<file path="config.mk">
export PLATFORM = sky130hd
export DESIGN_NAME = copro_dispatch_flat
export DESIGN_NICKNAME = d
export VERILOG_FILES = /design/src/rtl/copro_dispatch_if.sv /design/src/rtl/copro_dispatch.sv /design/src/flat_wrapper.sv
export SDC_FILE = /design/constraint.sdc
export NUM_CORES = 1
export LEC_CHECK = 0
export CAP_MARGIN = 20
export CORE_UTILIZATION = 44
export DETAILED_ROUTE_END_ITERATION = 8
export PLACE_DENSITY = 0.86
export SLEW_MARGIN = 20
export SYNTH_ARGS = -nofsm -noshare
export SYNTH_HDL_FRONTEND = slang
export SYNTH_SLANG_ARGS = --single-unit
</file>
<file path="constraint.sdc">
create_clock -name in_clk -period 3.6 [get_ports in_clk]
set_clock_uncertainty 0.05 [all_clocks]
set_input_delay 1.08 -clock in_clk [delete_from_list [all_inputs] [get_ports in_clk]]
set_output_delay 1.08 -clock in_clk [all_outputs]
set_load 0.1 [all_outputs]
</file>
<file path="src/rtl/copro_dispatch_if.sv">
// Requester/coprocessor handshake bundle for copro_dispatch.
// The slave modport is the dispatcher's view; master is the environment's view.
interface copro_dispatch_if #(
    parameter int WIDTH  = 4,
    parameter int DATA_W = 16
);
    logic [WIDTH-1:0]        in_req;
    logic [WIDTH*DATA_W-1:0] in_opd;
    logic [WIDTH-1:0]        out_ack;
    logic                    out_start;
    logic [DATA_W-1:0]       out_opd;
    logic                    in_done;
    logic [DATA_W-1:0]       in_result;
    logic [WIDTH-1:0]        out_valid;
    logic [DATA_W-1:0]       out_result;
    logic                    out_busy;
    logic                    out_timeout;

    modport slave (
        input  in_req, in_opd, in_done, in_result,
        output out_ack, out_start, out_opd, out_valid, out_result, out_busy, out_timeout
    );

    modport master (
        output in_req, in_opd, in_done, in_result,
        input  out_ack, out_start, out_opd, out_valid, out_result, out_busy, out_timeout
    );
endinterface

</file>
<file path="src/rtl/copro_dispatch.sv">
// Round-robin dispatcher sharing one coprocessor between WIDTH requesters.
// Define COPRO_TIMEOUT_EN to abort jobs that wait TIMEOUT cycles without in_done.
module copro_dispatch #(
    parameter int WIDTH   = 4,
    parameter int DATA_W  = 16,
    parameter int TIMEOUT = 15
) (
    input  logic              in_clk,
    input  logic              in_reset,
    copro_dispatch_if.slave   bus
);

    localparam int IDX_W = $clog2(WIDTH);

    if (WIDTH < 2 || WIDTH > 16 || DATA_W < 1 || TIMEOUT < 1) begin : g_bad_param
        $error("copro_dispatch: illegal parameter value");
    end

    typedef enum logic [2:0] {IDLE, ARB, ISSUE, WAIT, RETURN} state_t;

    state_t            state_q, state_d;
    logic [WIDTH-1:0]  base_q, base_d;
    logic [WIDTH-1:0]  grant_q, grant_d;
    logic [WIDTH-1:0]  ack_q, ack_d;
    logic              start_q, start_d;
    logic [DATA_W-1:0] opd_q, opd_d;
    logic [WIDTH-1:0]  valid_q, valid_d;
    logic [DATA_W-1:0] result_q, result_d;
    logic              busy_q, busy_d;
`ifdef COPRO_TIMEOUT_EN
    localparam int CNT_W = $clog2(TIMEOUT + 1);
    logic [CNT_W-1:0]  cnt_q, cnt_d, cnt_inc;
    logic              timeout_q, timeout_d;
`endif

    logic [IDX_W-1:0]   base_idx;
    logic [2*WIDTH-1:0] req_rot_dbl, grant_dbl;
    logic [WIDTH-1:0]   req_rot, low_bit, arb_grant;
    logic [DATA_W-1:0]  arb_opd;

    // Rotate requests so r_base sits at bit 0, isolate the lowest set bit, rotate back.
    always_comb begin
        base_idx = '0;
        for (int i = 0; i < WIDTH; i++) begin
            if (base_q[i]) base_idx = IDX_W'(i);
        end
        req_rot_dbl = {bus.in_req, bus.in_req} >> base_idx;
        req_rot     = req_rot_dbl[WIDTH-1:0];
        low_bit     = req_rot & (~req_rot + WIDTH'(1));
        grant_dbl   = {{WIDTH{1'b0}}, low_bit} << base_idx;
        arb_grant   = grant_dbl[WIDTH-1:0] | grant_dbl[2*WIDTH-1:WIDTH];
        arb_opd     = '0;
        for (int i = 0; i < WIDTH; i++) begin
            if (arb_grant[i]) arb_opd = bus.in_opd[i*DATA_W +: DATA_W];
        end
    end

    always_comb begin
        state_d  = state_q;
        base_d   = base_q;
        grant_d  = grant_q;
        ack_d    = '0;
        start_d  = 1'b0;
        opd_d    = opd_q;
        valid_d  = '0;
        result_d = result_q;
`ifdef COPRO_TIMEOUT_EN
        cnt_d     = cnt_q;
        cnt_inc   = cnt_q + CNT_W'(1);
        timeout_d = 1'b0;
`endif
        case (state_q)
            IDLE: begin
                if (|bus.in_req) state_d = ARB;
            end
            ARB: begin
                if (!(|bus.in_req)) begin
                    state_d = IDLE;
                end else begin
                    grant_d = arb_grant;
                    opd_d   = arb_opd;
                    ack_d   = arb_grant;
                    start_d = 1'b1;
                    state_d = ISSUE;
                end
            end
            ISSUE: begin
                state_d = WAIT;
`ifdef COPRO_TIMEOUT_EN
                cnt_d = '0;
`endif
            end
            WAIT: begin
                if (bus.in_done) begin
                    result_d = bus.in_result;
                    valid_d  = grant_q;
                    state_d  = RETURN;
                end
`ifdef COPRO_TIMEOUT_EN
                else if (cnt_inc == CNT_W'(TIMEOUT)) begin
                    result_d  = '0;
                    valid_d   = grant_q;
                    timeout_d = 1'b1;
                    state_d   = RETURN;
                end else begin
                    cnt_d = cnt_inc;
                end
`endif
            end
            RETURN: begin
                // The requester just served becomes lowest priority.
                base_d  = {grant_q[WIDTH-2:0], grant_q[WIDTH-1]};
                state_d = (|bus.in_req) ? ARB : IDLE;
            end
            default: state_d = IDLE;
        endcase
        busy_d = (state_d != IDLE);
    end

    always_ff @(posedge in_clk or negedge in_reset) begin
        if (!in_reset) begin
            state_q  <= IDLE;
            base_q   <= WIDTH'(1);
            grant_q  <= '0;
            ack_q    <= '0;
            start_q  <= 1'b0;
            opd_q    <= '0;
            valid_q  <= '0;
            result_q <= '0;
            busy_q   <= 1'b0;
`ifdef COPRO_TIMEOUT_EN
            cnt_q     <= '0;
            timeout_q <= 1'b0;
`endif
        end else begin
            state_q  <= state_d;
            base_q   <= base_d;
            grant_q  <= grant_d;
            ack_q    <= ack_d;
            start_q  <= start_d;
            opd_q    <= opd_d;
            valid_q  <= valid_d;
            result_q <= result_d;
            busy_q   <= busy_d;
`ifdef COPRO_TIMEOUT_EN
            cnt_q     <= cnt_d;
            timeout_q <= timeout_d;
`endif
        end
    end

    assign bus.out_ack    = ack_q;
    assign bus.out_start  = start_q;
    assign bus.out_opd    = opd_q;
    assign bus.out_valid  = valid_q;
    assign bus.out_result = result_q;
    assign bus.out_busy   = busy_q;
`ifdef COPRO_TIMEOUT_EN
    assign bus.out_timeout = timeout_q;
`else
    assign bus.out_timeout = 1'b0;
`endif

endmodule

</file>
<file path="src/flat_wrapper.sv">
// flat-port wrapper written by rule: the top's interface ports become plain ports
module copro_dispatch_flat 
#(
    parameter int WIDTH   = 4,
    parameter int DATA_W  = 16,
    parameter int TIMEOUT = 15
)
  (in_clk, in_reset, bus_in_req, bus_in_opd, bus_in_done, bus_in_result, bus_out_ack, bus_out_start, bus_out_opd, bus_out_valid, bus_out_result, bus_out_busy, bus_out_timeout);
  copro_dispatch_if #(.WIDTH(WIDTH), .DATA_W(DATA_W)) bus_i ();
  input  logic in_clk;
  input  logic in_reset;
  input wire logic [$bits(bus_i.in_req)-1:0] bus_in_req;
  input wire logic [$bits(bus_i.in_opd)-1:0] bus_in_opd;
  input wire logic [$bits(bus_i.in_done)-1:0] bus_in_done;
  input wire logic [$bits(bus_i.in_result)-1:0] bus_in_result;
  output wire logic [$bits(bus_i.out_ack)-1:0] bus_out_ack;
  output wire logic [$bits(bus_i.out_start)-1:0] bus_out_start;
  output wire logic [$bits(bus_i.out_opd)-1:0] bus_out_opd;
  output wire logic [$bits(bus_i.out_valid)-1:0] bus_out_valid;
  output wire logic [$bits(bus_i.out_result)-1:0] bus_out_result;
  output wire logic [$bits(bus_i.out_busy)-1:0] bus_out_busy;
  output wire logic [$bits(bus_i.out_timeout)-1:0] bus_out_timeout;
  assign bus_i.in_req = bus_in_req;
  assign bus_i.in_opd = bus_in_opd;
  assign bus_i.in_done = bus_in_done;
  assign bus_i.in_result = bus_in_result;
  assign bus_out_ack = bus_i.out_ack;
  assign bus_out_start = bus_i.out_start;
  assign bus_out_opd = bus_i.out_opd;
  assign bus_out_valid = bus_i.out_valid;
  assign bus_out_result = bus_i.out_result;
  assign bus_out_busy = bus_i.out_busy;
  assign bus_out_timeout = bus_i.out_timeout;
  copro_dispatch #(.WIDTH(WIDTH), .DATA_W(DATA_W), .TIMEOUT(TIMEOUT)) u_core (.in_clk(in_clk), .in_reset(in_reset), .bus(bus_i));
endmodule
</file>
# After elaboration in Yosys (flattened, before gate mapping)
# Index checks and enable logic that the tools add are counted.
# classes
bitwise	3
addsub	1
n_eq_ne	4
shift	2
mux	18
reduce_logical	5
# op_table
op	count
$mux W16	4
$mux W4	4
$pmux W3 S5	1
$shl A4 B2 Y8	1
$shr A8 B2 Y4	1
$eq A3 B2 Y1 const B	2
$mux W2	3
$mux W3	2
$add A4 B1 Y4 const B	1
$and A4 B4 Y4	1
$mux W1	4
$not A4 Y4	1
$or A4 B4 Y4	1
$reduce_and A2 Y1	2
$reduce_or A4 Y1	1
$eq A3 B1 Y1 const B	1
$eq A3 B3 Y1 const B	1
$logic_not A3 Y1	1
$reduce_bool A3 Y1	1
# totals
inputBits	87
out_inout_bits	43
regBits	53

# Longest topological paths before layout
# Gate-level depths: netlist of the first run.
# depth
ltp_word	13
mapped_depth	9

# Worst setup path before layout of the first run
# No wires, ideal clock.
# synth_path
path_type	input to register
start	input bus_in_req[3]
end	register u_core.opd_q[0] (netlist: u_core.bus.out_opd[0])
slack_ps	999
cell_stages	8
n_path_buf	3
setup_time_ps	122
arrival_time_ps	2429
t_required_ps	3428
path_cell_list	buf_6 -> or4_1 -> nand3_2 -> inv_2 -> buf_2 -> buf_2 -> o22ai_1 -> nor2_1
# synth_via
elab_chain_len	10
word_cells_on_any_way	12
classes_between	add/sub: 1; shift: 2; mux: 4; bitwise: 3; reduce/logical: 2
# synth_lines
item	line	text
start, declared	flat_wrapper.sv:12	input wire logic [$bits(bus_i.in_req)-1:0] bus_in_req;
$shr A8 B2 Y4	copro_dispatch.sv:47	req_rot_dbl = {bus.in_req, bus.in_req} >> base_idx;
$not A4 Y4	copro_dispatch.sv:49	low_bit = req_rot & (~req_rot + WIDTH'(1));
$add A4 B1 Y4	copro_dispatch.sv:49	
$and A4 B4 Y4	copro_dispatch.sv:49	
$shl A4 B2 Y8	copro_dispatch.sv:50	grant_dbl = {{WIDTH{1'b0}}, low_bit} << base_idx;
$or A4 B4 Y4	copro_dispatch.sv:51	arb_grant = grant_dbl[WIDTH-1:0] | grant_dbl[2*WIDTH-1:WIDTH];
$mux W16 (4 in a row)	copro_dispatch.sv:54	if (arb_grant[i]) arb_opd = bus.in_opd[i*DATA_W +: DATA_W];
end signal, assigned	copro_dispatch.sv:141	opd_q <= opd_d;
end, declared	copro_dispatch.sv:26	logic [DATA_W-1:0] opd_q, opd_d;
# Parallel ways exist; a longest one is shown, timed or not.
# A chain may end at the register's enable or synchronous reset.

# Final worst setup path of the first run
# layout_path
start	input bus_in_req[2]
end	register u_core.opd_q[12] (netlist: u_core.bus.out_opd[12])
# The elaborated chain is that of the path after synthesis.

==> results of run 1 <==
-- logic make-up (layout without fill, tap and decap cells) --
group,after synthesis,after routing,share of synthesized area
other,1,1,0.001421
DFF,52,52,0.4931
and+or+nand+nor,65,65,0.1323
muxes,19,19,0.08108
AOI/OAI and AO/OA,78,78,0.2319
buffers and inverters,26,149,0.06021
-- sequential cells by signal, indices dropped and copies added (netlist names) --
signal / count
u_core.bus.out_opd: 16
u_core.bus.out_result: 16
u_core.bus.out_ack: 4
u_core.bus.out_valid: 4
u_core.grant_q: 4
u_core.base_q: 3
u_core.state_q: 3
u_core.bus.out_busy: 1
u_core.bus.out_start: 1
-- critical path, stage by stage --
cell,delay [ns]
clkdlybuf4s50_1,0.65
or4_1,0.21
nand3_2,0.18
inv_2,0.33
nand4_2,0.51
o22ai_1,0.34
nor2_1,0.08
-- worst max path at each step --
| stage | start | endpoint | slack (ns) |
|---|---|---|---|
| final | bus_in_req[2] | u_core.bus.out_opd[12] | 0.36 |
| after global routing | bus_in_req[2] | u_core.bus.out_opd[12] | 0.27 |
| after detailed placement | bus_in_req[2] | u_core.bus.out_opd[12] | 0.1 |
| after global placement | bus_in_req[2] | u_core.bus.out_opd[14] | 0.26 |
| after CTS | bus_in_req[2] | u_core.bus.out_opd[12] | 0.41 |
| after floorplan | bus_in_req[3] | u_core.bus.out_opd[0] | 1.0 |
-- cells in the mapped netlist, drive strengths merged, types with 2 or more instances --
| library cell | n |
|---|---|
| a21o | 3 |
| a31oi | 2 |
| a32oi | 16 |
| and2 | 6 |
| buf | 15 |
| clkbuf | 7 |
| dfrtp | 52 |
| inv | 4 |
| mux2 | 19 |
| nand2 | 4 |
| nand3b | 2 |
| nor2 | 20 |
| nor2b | 5 |
| nor3 | 18 |
| o21ai | 17 |
| o22ai | 17 |
| o311a | 16 |
| or3 | 2 |
-- area by class of cell --
| type | instances | area, um^2 | area share |
|---|---|---|---|
| clock buffer | 8 | 90.09 | 0.02292 |
| inverter | 4 | 15.01 | 0.003819 |
| multi-input combinational | 163 | 1196 | 0.3043 |
| sequential | 52 | 1301 | 0.3310 |
| tap | 72 | 90.09 | 0.02292 |
| timing repair buffer | 137 | 1239 | 0.3151 |
-- metal layers --
layer,up-vias,wire (um),GRT usage
li1,1168,-,-
met1,1266,3261,0.3366
met2,164,4036,0.4436
met3,18,639,0.04343
met4,0,153,0.1018
met5,-,0,0
-- stage by stage --
stage / hold slack, ns / area (um^2) / setup slack [ns]
after floorplan: 0.3877 / 2639 / 0.9993
after global placement: 0.4369 / 3841 / 0.2585
after detailed placement: 0.4350 / 3841 / 0.09765
after CTS: 0.4605 / 3931 / 0.4061
after global routing: 0.4861 / 3931 / 0.2703
final: 0.4540 / 3931 / 0.3624
==> reports/qor.yml, run 1 <==
outcome:
  status: "complete, no violations"
routing:
  drc_errors: 0
  drt-pass1-iter-count: 5
  avgRoutedWirePerCell_um: 18.56
  drt-total-wl_um: 8091
  dr.first_iter.drc_count: 160
  num_vias: 2616
  final_antenna_net_count: 0
  avgViaCountPerCell: 6.000
finish:
  final_layout_size_suffix_gt1_frac: 0.2445
  nNetsFinal: 450
  final.fill_count: 409
  final_util: 0.6968
  most-common-layout-cells: "clkdlybuf4s50_1, dfrtp_1, buf_4"
  areaGrowthSynthToFinish_pct: 48.98
  post_layout_nonfiller_instances: 436
  final_common_cell: "clkdlybuf4s50_1"
  n_antenna_cell: 0
critical_path:
  criticalPathCategory: "in -> reg"
  crit-reg2reg-launch: "u_core.base_q[3]"
  worst-r2r-setup-slack_ns: 1.36
  critical_path.startpoint_type: "input port"
  timing.critical_path.arrival_ns: 3.38
  critPathRequiredTime_ns: 3.74
  reg2reg_end: "u_core.bus.out_opd[12]"
  cp_max_fo: 20
  worstSetupEndpointType: "register"
  ff2ff_path_depth: 5
logic_synthesis:
  synth_warnings: 0
  syn_nets: 328
  avgSynthCellArea_um2: 10.95
  synth_largest_type_area_fraction: 0.4931
  synthCells: 241
  synth_enable_flop_cells: 0
  synth.cell_area_mm2: 0.002639
  synth_sequential_area_ratio: 0.4931
  synth-seq-cells: 52
  synth_flop_cell: "dfrtp_1"
  yosys-top-cells-area: "dfrtp_1, mux2_2, o311a_1"
  synth_top_cell_by_area: "dfrtp_1"
  synth.lib_cells_used.distinct: 39
  share_of_flip_flops_with_an_asynchronous_set_or_reset: 1.000
clocking:
  clk_pin_slew_worst_paths_ns: 0.09
  clock_latency_late_sink_ns: 0.30
  numCtsBuffers: 5
  root_cell_of_the_clock_tree: "clkbuf_8"
  post-cts-setup-buffers: 0
  post_cts_hold_buffer_count: 0
  tritoncts_clock_tree: "yes"
  cts_max_level: 2
  cts_sinks: 52
  resized_after_cts: 0
  cts_max_path_buffers: 2
die:
  die_width_um: 79.44
  dieArea_mm2: 0.006311
  fp.coreArea_mm2: 0.005642
  die_y_um: 79.44
  ioPinCount: 130
  placement_rows: 27
  initial_cell_density_of_the_core: 0.4677
worst_hold_path:
  hold_path_depth: 2
  hold_start: "u_core.grant_q[3]"
  hold_worst_path_end: "u_core.grant_q[3]"
  worstHoldPathType: "reg -> reg"
sta:
  relSlewSlack: 0.4118
  finalSetupViolCount: 0
  final-max-slew-violation-count: 0
  maxClockFrequency_mhz: 308.9
  fin_crit_sh: 0.8993
  finalWorstPathRequiredPeriod_ns: 3.238
  setup-tns-final_ns: 0
  tightestPinTransition_ns: 0.8823
  grt_setup_unrepaired: "no"
  final_hold_viol_count: 0
grt:
  largest_net_degree_at_the_start_of_global_routing: 41
  grt_first_pass_wirelength_um: 12660
  first_global_vias: 2614
  groute.usage.overall: 0.2631
  antenna_found_initial: 0
  grt.overflow.total: 0
job:
  max_cap_violations: 0
placed_design:
  numPlacedInstances: 428
  place_hpwl_um: 5751
  gp_congestion: 0.8304
  placement.io_buffers: 128
Power of run 1 is not shown: default switching activity piles up to over one toggle a cycle in this logic, so the estimate is an artifact.
==> run 2, diff against run 1 <==
Settings changed: CORE_MARGIN set to 8, GPL_ROUTABILITY_DRIVEN set to 0.
==> reports/qor.yml, run 2 (same netlist as run 1, synthesis figures left out) <==
outcome:
  status: "complete, no violations"
die:
  die_width_um: 93.44  # +18%
  ioPinCount: 130  # unchanged
  dieArea_mm2: 0.008731  # +38%
  placement_rows: 28  # +3.7%
  fp.coreArea_mm2: 0.005851  # +3.7%
  die_y_um: 93.44  # +18%
  initial_cell_density_of_the_core: 0.4510  # -0.01670
sta:
  relSlewSlack: 0.4715  # +0.05972
  tightestPinTransition_ns: 0.7908  # -0.09146 ns
  setup-tns-final_ns: 0  # unchanged
  fin_crit_sh: 0.8965  # -0.002881
  worst_slack_ns: 0.3727  # +0.01037 ns
  finalSetupViolCount: 0  # unchanged
  finalWorstPathRequiredPeriod_ns: 3.227  # -0.01037 ns
  grt_setup_unrepaired: "no"
  maxClockFrequency_mhz: 309.9  # +0.32%
  final_hold_viol_count: 0  # unchanged
  final-max-slew-violation-count: 0  # unchanged
clocking:
  post_cts_hold_buffer_count: 0  # unchanged
  clk_pin_slew_worst_paths_ns: 0.10  # about the same
  cts_max_path_buffers: 2  # unchanged
  cts_sinks: 52  # unchanged
  cts_max_level: 2  # unchanged
  post-cts-setup-buffers: 0  # unchanged
  resized_after_cts: 0  # unchanged
  tritoncts_clock_tree: "yes"
  numCtsBuffers: 5  # unchanged
  clock_latency_late_sink_ns: 0.30  # about the same
  root_cell_of_the_clock_tree: "clkbuf_8"
finish:
  post_layout_nonfiller_instances: 437  # +0.23%
  final_layout_size_suffix_gt1_frac: 0.2403  # -0.004174
  final_util: 0.6709  # -0.02596
  areaGrowthSynthToFinish_pct: 48.74
  nNetsFinal: 448  # -0.44%
  final.fill_count: 466  # +14%
  final_common_cell: "clkdlybuf4s50_1"
  n_antenna_cell: 0  # unchanged
  most-common-layout-cells: "clkdlybuf4s50_1, dfrtp_1, buf_4"
routing:
  dr.first_iter.drc_count: 171  # +6.9%
  num_vias: 2551  # -2.5%
  avgViaCountPerCell: 5.838  # -2.7%
  drc_errors: 0  # unchanged
  drt-pass1-iter-count: 4  # -1
  final_antenna_net_count: 0  # unchanged
  drt-total-wl_um: 8770  # +8.4%
  avgRoutedWirePerCell_um: 20.07  # +8.1%
placed_design:
  numPlacedInstances: 429  # +0.23%
  placement.io_buffers: 128  # unchanged
  worst_case_setup_slack_after_placement_ns: 0.06419  # -0.03346 ns
  place_hpwl_um: 6482  # +13%
worst_hold_path:
  worstHoldPathType: "reg -> reg"
  hold_path_depth: 2  # unchanged
critical_path:
  timing.critical_path.arrival_ns: 3.36  # -0.02 ns
  critical_path.startpoint_type: "input port"
  ff2ff_path_depth: 5  # unchanged
  cp_max_fo: 20  # unchanged
  worstSetupEndpointType: "register"
  criticalPathCategory: "in -> reg"
  critPathRequiredTime_ns: 3.73  # about the same
grt:
  first_global_vias: 2773  # +6.1%
  grt_first_pass_wirelength_um: 13650  # +7.8%
  groute.usage.overall: 0.1945  # -0.06855
  antenna_found_initial: 0  # unchanged
  grt.overflow.total: 0  # unchanged
  largest_net_degree_at_the_start_of_global_routing: 53  # +29%
job:
  max_cap_violations: 0  # unchanged
## run 2: changes by cell type in the layout (fill, tap and decap cells not counted)
cell | before | now
a31oi_1 | 0 | 1
a31oi_2 | 2 | 1
buf_12 | 0 | 1
buf_4 | 51 | 48
clkbuf_1 | 2 | 1
clkbuf_8 | 6 | 5
clkinv_4 | 0 | 1
clkinvlp_4 | 0 | 1
## run 2: layout make-up
type                    instances  area (um^2)  share of cell area
clock buffers                   6        72.57             0.01849
clock inverters                 2        16.27            0.004144
inverters                       4        15.01            0.003825
multi-input cells             163         1190              0.3032
flip-flops and latches         52         1301              0.3315
well taps                      75        93.84             0.02391
repair buffers                135         1236              0.3150
## run 2: final timing paths
path / from / to / slack, ns
min: u_core.grant_q[3] / u_core.grant_q[3] / 0.46
max in group asynchronous: in_reset / u_core.bus.out_opd[9] / 2.24
max: bus_in_req[2] / u_core.bus.out_opd[15] / 0.37
min in group asynchronous: in_reset / u_core.bus.out_ack[3] / 0.84
max reg2reg: u_core.base_q[3] / u_core.bus.out_opd[15] / 1.40
min reg2reg: u_core.grant_q[3] / u_core.grant_q[3] / 0.46
## run 2: through the flow
step	cell area, um^2	hold WS [ns]
final	3925	0.4593
after global routing	3925	0.4747
after CTS	3925	0.4634
after detailed placement	3836	0.4269
after global placement	3836	0.4390
after floorplan	2639	0.3877
## run 2: worst max-delay path, stage by stage
cell             delay (ns)
clkdlybuf4s50_1        0.64
or4_1                  0.21
nand3_2                0.17
inv_2                  0.33
nand4_2                0.52
o22ai_1                0.33
nor2_1                 0.07
## run 2: routing by layer
layer  vias to the layer above  routed length [um]  GRT usage
met4                         0                 186    0.07651
met5                         -                   0          0
met3                        21                 712    0.04888
met2                       132                4464     0.3367
li1                       1158                   -          -
met1                      1240                3407     0.2243
Power of run 2 is left out for the same reason.
